File: config.mk
export PLATFORM = sky130hd
export DESIGN_NAME = vlog_serial_tx
export DESIGN_NICKNAME = d
export VERILOG_FILES = /design/src/rtl/vlog_serial_tx.sv
export SDC_FILE = /design/constraint.sdc
export NUM_CORES = 1
export LEC_CHECK = 0
export ABC_AREA = 1
export CAP_MARGIN = 20
export CORE_MARGIN = 2
export CORE_UTILIZATION = 45
export CTS_BUF_LIST = sky130_fd_sc_hd__clkbuf_4 sky130_fd_sc_hd__clkbuf_8 sky130_fd_sc_hd__clkbuf_16
export DETAILED_ROUTE_END_ITERATION = 10
export PLACE_DENSITY = 0.68
export RECOVER_POWER = 25
export SLEW_MARGIN = 40
export SYNTH_ARGS = -nofsm -noshare
export SYNTH_HDL_FRONTEND = slang
export SYNTH_SLANG_ARGS = --single-unit
File: constraint.sdc
create_clock -name clk -period 3.9 [get_ports clk]
set_input_delay 0.975 -clock clk [delete_from_list [all_inputs] [get_ports clk]]
set_output_delay 0.975 -clock clk [all_outputs]
set_load 0.05 [all_outputs]
File: src/rtl/vlog_serial_tx.sv
`default_nettype none
// ============================================================================
// Module   : vlog_serial_tx
// Purpose  : Serial line transmitter. Accepts a parallel word on a valid/ready
//            handshake and sends one frame: a start bit, then WIDTH data bits
//            LSB first, then an optional even-parity bit, then a stop bit.
//            Each bit lasts DIV clock cycles.
// Options  : Define PARITY_EN to insert the even-parity bit before the stop bit.
// Revision : 1.0 - initial release
// ============================================================================
module vlog_serial_tx #(
   parameter int WIDTH = 8,
   parameter int DIV   = 4
) (
   input  logic             clk,
   input  logic             rst_n,
   input  logic [WIDTH-1:0] data_in,
   input  logic             valid,
   output logic             ready,
   output logic             tx,
   output logic             busy,
   output logic             done
);

   localparam int C_DCW = $clog2(DIV) + 1;
   localparam int C_BCW = $clog2(WIDTH + 1);
   localparam logic [C_DCW-1:0] C_DIV_LAST = C_DCW'(DIV - 1);
   localparam logic [C_BCW-1:0] C_BIT_LAST = C_BCW'(WIDTH - 1);

   typedef enum logic [2:0] {
      S_IDLE   = 3'd0,
      S_START  = 3'd1,
      S_DATA   = 3'd2,
`ifdef PARITY_EN
      S_PARITY = 3'd3,
`endif
      S_STOP   = 3'd4
   } state_t;

   state_t             r_state;
   state_t             w_state_nxt;
   logic [C_DCW-1:0]   r_div_cnt;
   logic [C_BCW-1:0]   r_bit_cnt;
   logic [WIDTH-1:0]   r_shreg;
   logic               r_done;
   logic               w_tx;
   logic               w_accept;
   logic               w_bit_end;
   logic               w_last_bit;
`ifdef PARITY_EN
   logic               r_par;
`endif

   assign w_accept   = valid && (r_state == S_IDLE);
   assign w_bit_end  = (r_div_cnt == C_DIV_LAST);
   assign w_last_bit = (r_bit_cnt == C_BIT_LAST);

   assign ready = (r_state == S_IDLE);
   assign busy  = (r_state != S_IDLE);
   assign tx    = w_tx;
   assign done  = r_done;

   // State register; an asynchronous reset aborts any frame in flight.
   always_ff @(posedge clk or negedge rst_n) begin
      if (!rst_n) begin
         r_state <= S_IDLE;
      end else begin
         r_state <= w_state_nxt;
      end
   end

   // Next-state and line level for the current state.
   always_comb begin
      w_state_nxt = r_state;
      w_tx        = 1'b1;
      case (r_state)
         S_IDLE: begin
            if (valid) w_state_nxt = S_START;
         end
         S_START: begin
            w_tx = 1'b0;
            if (w_bit_end) w_state_nxt = S_DATA;
         end
         S_DATA: begin
            w_tx = r_shreg[0];
            if (w_bit_end && w_last_bit) begin
`ifdef PARITY_EN
               w_state_nxt = S_PARITY;
`else
               w_state_nxt = S_STOP;
`endif
            end
         end
`ifdef PARITY_EN
         S_PARITY: begin
            w_tx = r_par;
            if (w_bit_end) w_state_nxt = S_STOP;
         end
`endif
         S_STOP: begin
            if (w_bit_end) w_state_nxt = S_IDLE;
         end
         default: begin
            w_state_nxt = S_IDLE;
         end
      endcase
   end

   // Word capture, bit timing, data shifting and the completion pulse.
   always_ff @(posedge clk or negedge rst_n) begin
      if (!rst_n) begin
         r_div_cnt <= '0;
         r_bit_cnt <= '0;
         r_shreg   <= '0;
         r_done    <= 1'b0;
`ifdef PARITY_EN
         r_par     <= 1'b0;
`endif
      end else begin
         r_done <= (r_state == S_STOP) && w_bit_end;
         if (w_accept) begin
            r_shreg   <= data_in;
            r_div_cnt <= '0;
            r_bit_cnt <= '0;
`ifdef PARITY_EN
            r_par     <= ^data_in;
`endif
         end else if (r_state != S_IDLE) begin
            if (w_bit_end) begin
               r_div_cnt <= '0;
               if (r_state == S_DATA) begin
                  r_shreg   <= r_shreg >> 1;
                  r_bit_cnt <= r_bit_cnt + 1'b1;
               end
            end else begin
               r_div_cnt <= r_div_cnt + 1'b1;
            end
         end
      end
   end

endmodule
`default_nettype wire
After elaboration in Yosys (flattened, before gate mapping)
Cells that the tools add are included.
- register bits after elaboration: 19
- word-level logic and storage cells: 43
- bits of input ports: 11
- output and inout bits: 4
- add/sub/neg operators: 2
- eq/ne operators: 9
- reduce and logical (&&, ||, !) cells: 10
- muxes and demuxes: 17
- operators with widths (cell ; number):
    8-bit two-way mux ; 4
    3-bit two-way mux ; 7
    4-bit two-way mux ; 4
    3-bit one-hot mux with 4 select lines ; 1
    2-bit inequality test (second input constant) ; 4
    3-bit by 2-bit == test with 1-bit output (second input constant) ; 2
    2-bit nonzero test ; 3
    4-bit by 1-bit adder with 4-bit output (second input constant) ; 1
    4-bit by 3-bit == test with 1-bit output (second input constant) ; 1
    4-bit AND reduction ; 1
    3-bit by 1-bit adder with 3-bit output (second input constant) ; 1
    3-bit by 1-bit == test with 1-bit output (second input constant) ; 1
    3-bit == test (second input constant) ; 1
    1-bit logical AND ; 3
    3-bit logical NOT ; 1
    3-bit AND reduction ; 1
    3-bit nonzero test ; 1
    1-bit one-hot mux with 2 select lines ; 1

Logic depth before layout (Yosys ltp)
- depth in word-level cells: 5
- depth in mapped cells: 8
- gate-level depth less buffers: 8

Least setup slack after synthesis
No wires, ideal clock.
- path kind: reg2out
- from: register r_state[2]
- to: output port tx
- buffers on the path: 0
- arrival time: 1.095 ns
- stages on the path, launching flop included: 6
- slack: 1.830 ns
- data required time: 2.925 ns
- cells stage by stage: dfrtp_1 nor2_1 nand2_2 inv_2 nand2_1 nand2_1
- word-level cells in the longest chain between the ends: 2
- elaborated cells between the ends (all ways): 3
- classes of those cells: 2 x eq/ne; 1 x mux
- RTL lines (element ; line ; RTL):
    from (decl) ; 40 ; state_t r_state;
    from (signal assigned) ; 68 ; r_state <= w_state_nxt;
    3-bit by 2-bit == test with 1-bit output or 3-bit by 1-bit == test with 1-bit output (tied branches) ; 76 ; case (r_state)
    1-bit one-hot mux with 2 select lines (*) ; 76 ;
    to (decl) ; 20 ; output logic tx,
Every way passes the cells marked *; elsewhere a longest branch is shown, timed or not.

Final worst setup path
Ends and elaborated chain as after synthesis.

==> metrics <==
vias post-DR=782; total clock buffers created by CTS=3; dominant combinational cell family by area after synthesis=simple AND/OR/NAND/NOR gates; core region area=2150 sq um; number of core rows=17; number of gates given a new drive strength after cts=0; first drt pass iteration count=4; element type at the critical path end=primary output; cells taking the most area after synthesis=sky130_fd_sc_hd__dfrtp_1 (48%), sky130_fd_sc_hd__nand2_1 (9.8%), sky130_fd_sc_hd__nor2_1 (5.3%), sky130_fd_sc_hd__o21ai_2 (4.4%), sky130_fd_sc_hd__a21oi_1 (4.0%); synthesized flop and latch total=19; required time at the endpoint of the critical path=2.92 ns; detailed-route wire length on metal 1=784 um; total setup violations reported at the end of the flow=0; CTS tree=done; Synth Cell Area=998 sq um; synthesized netlist net count=126; diodes inserted=0; Static Leakage=0.564 nW; initial core utilization=46.5%; post-cts hold buffer count=0; max_slew headroom=33.0%; syn_area_per_cell=8.84 sq um; wire length of the first global-routing pass=3100 um; CP Launch Point=r_state[2]$_DFFE_PN0P_; R2R setup slack=2.48 ns; setup repair after global routing missed its margin=false; type of the tightest min-delay check=reg2reg; capture instance of the worst register-to-register path=r_shreg[2]$_DFFE_PN0P_; top-level port count=15; clk sinks=19; Synth Warn #=0; Finished Core Util=55.1%; overall die height=51.1 um; area grow syn2layout=18.5%; most frequent standard cell in the layout excluding fill and tap cells=sky130_fd_sc_hd__nand2_1; sort of element at the start of the critical path=flip-flop; total number of nets in the final design=144; Fill cells=205; synthesized instance count=113; overall global routing resource usage=16.4%; routed length on met2=865 um; via-per-instance ratio=4.95; maximum clock insertion buffer count=2; Max Used Layer=met4; number of maximum-capacitance constraint violations=0; detailed-placement wirelength estimate=1320 um; IO Port Bufs=14; Die ar.=2610 sq um; placement-stage cell area=1160 sq um; Worst Path Class, Setup=reg2out; cell mode on critical path=sky130_fd_sc_hd__nand2_1; share of the synthesized area in the top cell type=47.6%; Final Hold Violating Endpoints=0; Cell Chain, Critical Path=nor2_1 > nand2_2 > inv_2 > nand2_1 > nand2_1 > clkdlybuf4s50_1; final critical-path required period=2.97 ns; fraction of final layout cells with drive strength greater than 1=17.7%; CTS HTree Levels=1; final routed DRC violation total=0; Peak Freq=337 MHz; critical path arrival=1.99 ns; share of the synthesized area in compound gates (AO/OA/AOI/OAI)=13.2%; clock transition at the registers of the reported paths=0.11 ns; sequential cell area fraction in the yosys report=47.6%; Crit Path Max Fanout=4; post-route cell area=1180 sq um; adder-cell share of the synthesized area=2.51%; Critical R2R Launch=r_div_cnt[0]$_DFFE_PN0P_; routed wire length=1750 um; actual slew at the worst max-slew pin=1.01 ns; multiplexer area fraction after synthesis=0%; Setup Buffers After CTS=0; maximum VDD drop=0.000387 V; crit path to=tx; Distinct cells, synth=22; PwrDens=710 nW/um^2; simple-gate share of the synthesized area=30.2%; antenna violations before repair=0; worst hold path cell count=2; period utilization=76.0%; Remaining Overflow, GRT=0; maximum number of pins on one net before global-route repair=20; cell taking the most area after synthesis=sky130_fd_sc_hd__dfrtp_1; Slowest-stage cell, CP=sky130_fd_sc_hd__clkdlybuf4s50_1; number of global-route vias before repair=727; weighted congestion reported at the end of routability-driven placement=0.792; Routed WL per cell=11.0 um; R2R depth=8; post-synthesis share of cell area spent on xor and xnor gates=0%; Critical Path Max Stage Delay=0.79 ns; wire length on met3=63 um; outcome=completed; Root Driver=sky130_fd_sc_hd__clkbuf_4; top library cells by usage in the layout, fill and taps aside=sky130_fd_sc_hd__nand2_1 (26), sky130_fd_sc_hd__dfrtp_1 (19), sky130_fd_sc_hd__nor2_1 (14); clock latency reported for the late side of the worst-skew pair=0.31 ns; Detailed Route Iter0 Violations=13; post-route setup TNS=0 ns; worst-case clock skew=0.00485 ns; post-route antenna net violation count=0; Die X=51.1 um; Slew Viols, Final=0
## cell families after synthesis
family                     Yosys count
adders and majority gates            2
DFF                                 19
AOI/OAI and AO/OA                   21
buffers and inverters               14
and+or+nand+nor                     57
## metrics by stage
stage | total power [mW] | hold WS (ns) | instances | setup WS, ns
CTS | 0.852 | 0.490 | 158 | 0.915
finish | 0.841 | 0.484 | 158 | 0.935
detailed placement | 0.747 | 0.464 | 154 | 1.28
global placement | 0.734 | 0.458 | 154 | 1.31
global route | 0.909 | 0.505 | 158 | 0.816
floorplan | 0.641 | 0.442 | 113 | 1.83
## sequential cells by signal (all words and copies together), names as in the netlist
register / cells
r_div_cnt: 3
r_bit_cnt: 4
r_shreg: 8
done: 1
r_state: 3
## routing by layer
metal,vias to the layer above,GRT usage [%]
met5,-,0
met4,0,8.11
met3,2,3.80
met2,14,26.6
met1,370,20.5
li1,396,-
## Yosys cell counts, drive strengths merged
library cell and count:
o22ai 1, a211oi 1, nand3 5, nand2 33, a21oi 9, inv 13, o21ai 10, nor2 17
dfrtp 19, buf 1, ha 2, nor3 1, nand4 1
## worst max-delay path: cells and delay by family (launching register included)
kind / cells / cell delay [ns]
simple gates: 4 / 0.36
buf+inv: 2 / 0.89
flops: 1 / 0.43
## area by class of cell
| class | count | area [sq um] | share of cell area [%] |
|---|---|---|---|
| Sequential cell | 19 | 475 | 40.2 |
| Multi-Input combinational cell | 80 | 458 | 38.7 |
| Tap cell | 28 | 35.0 | 2.96 |
| Clock buffer | 3 | 22.5 | 1.90 |
| Inverter | 13 | 53.8 | 4.55 |
| Timing Repair Buffer | 14 | 134 | 11.3 |
| Clock inverter | 1 | 5.00 | 0.423 |
## worst min path at each step
| stage | start | to |
|---|---|---|
| CTS | r_shreg[7]$_DFFE_PN0P_ | r_shreg[7]$_DFFE_PN0P_ |
| global route | r_shreg[7]$_DFFE_PN0P_ | r_shreg[7]$_DFFE_PN0P_ |
| detailed placement | r_shreg[7]$_DFFE_PN0P_ | r_shreg[7]$_DFFE_PN0P_ |
| floorplan | r_shreg[7]$_DFFE_PN0P_ | r_shreg[7]$_DFFE_PN0P_ |
| finish | r_shreg[7]$_DFFE_PN0P_ | r_shreg[7]$_DFFE_PN0P_ |
| global placement | r_shreg[7]$_DFFE_PN0P_ | r_shreg[7]$_DFFE_PN0P_ |
## report_power, final
part,internal (mW),switching (mW),total (mW),leakage (nW)
Combinational,0.147,0.282,0.429,0.304
Sequential,0.265,0.0440,0.309,0.242
Clock,0.0383,0.0644,0.103,0.0177
Note: power is estimated with default switching activity, not from simulation.
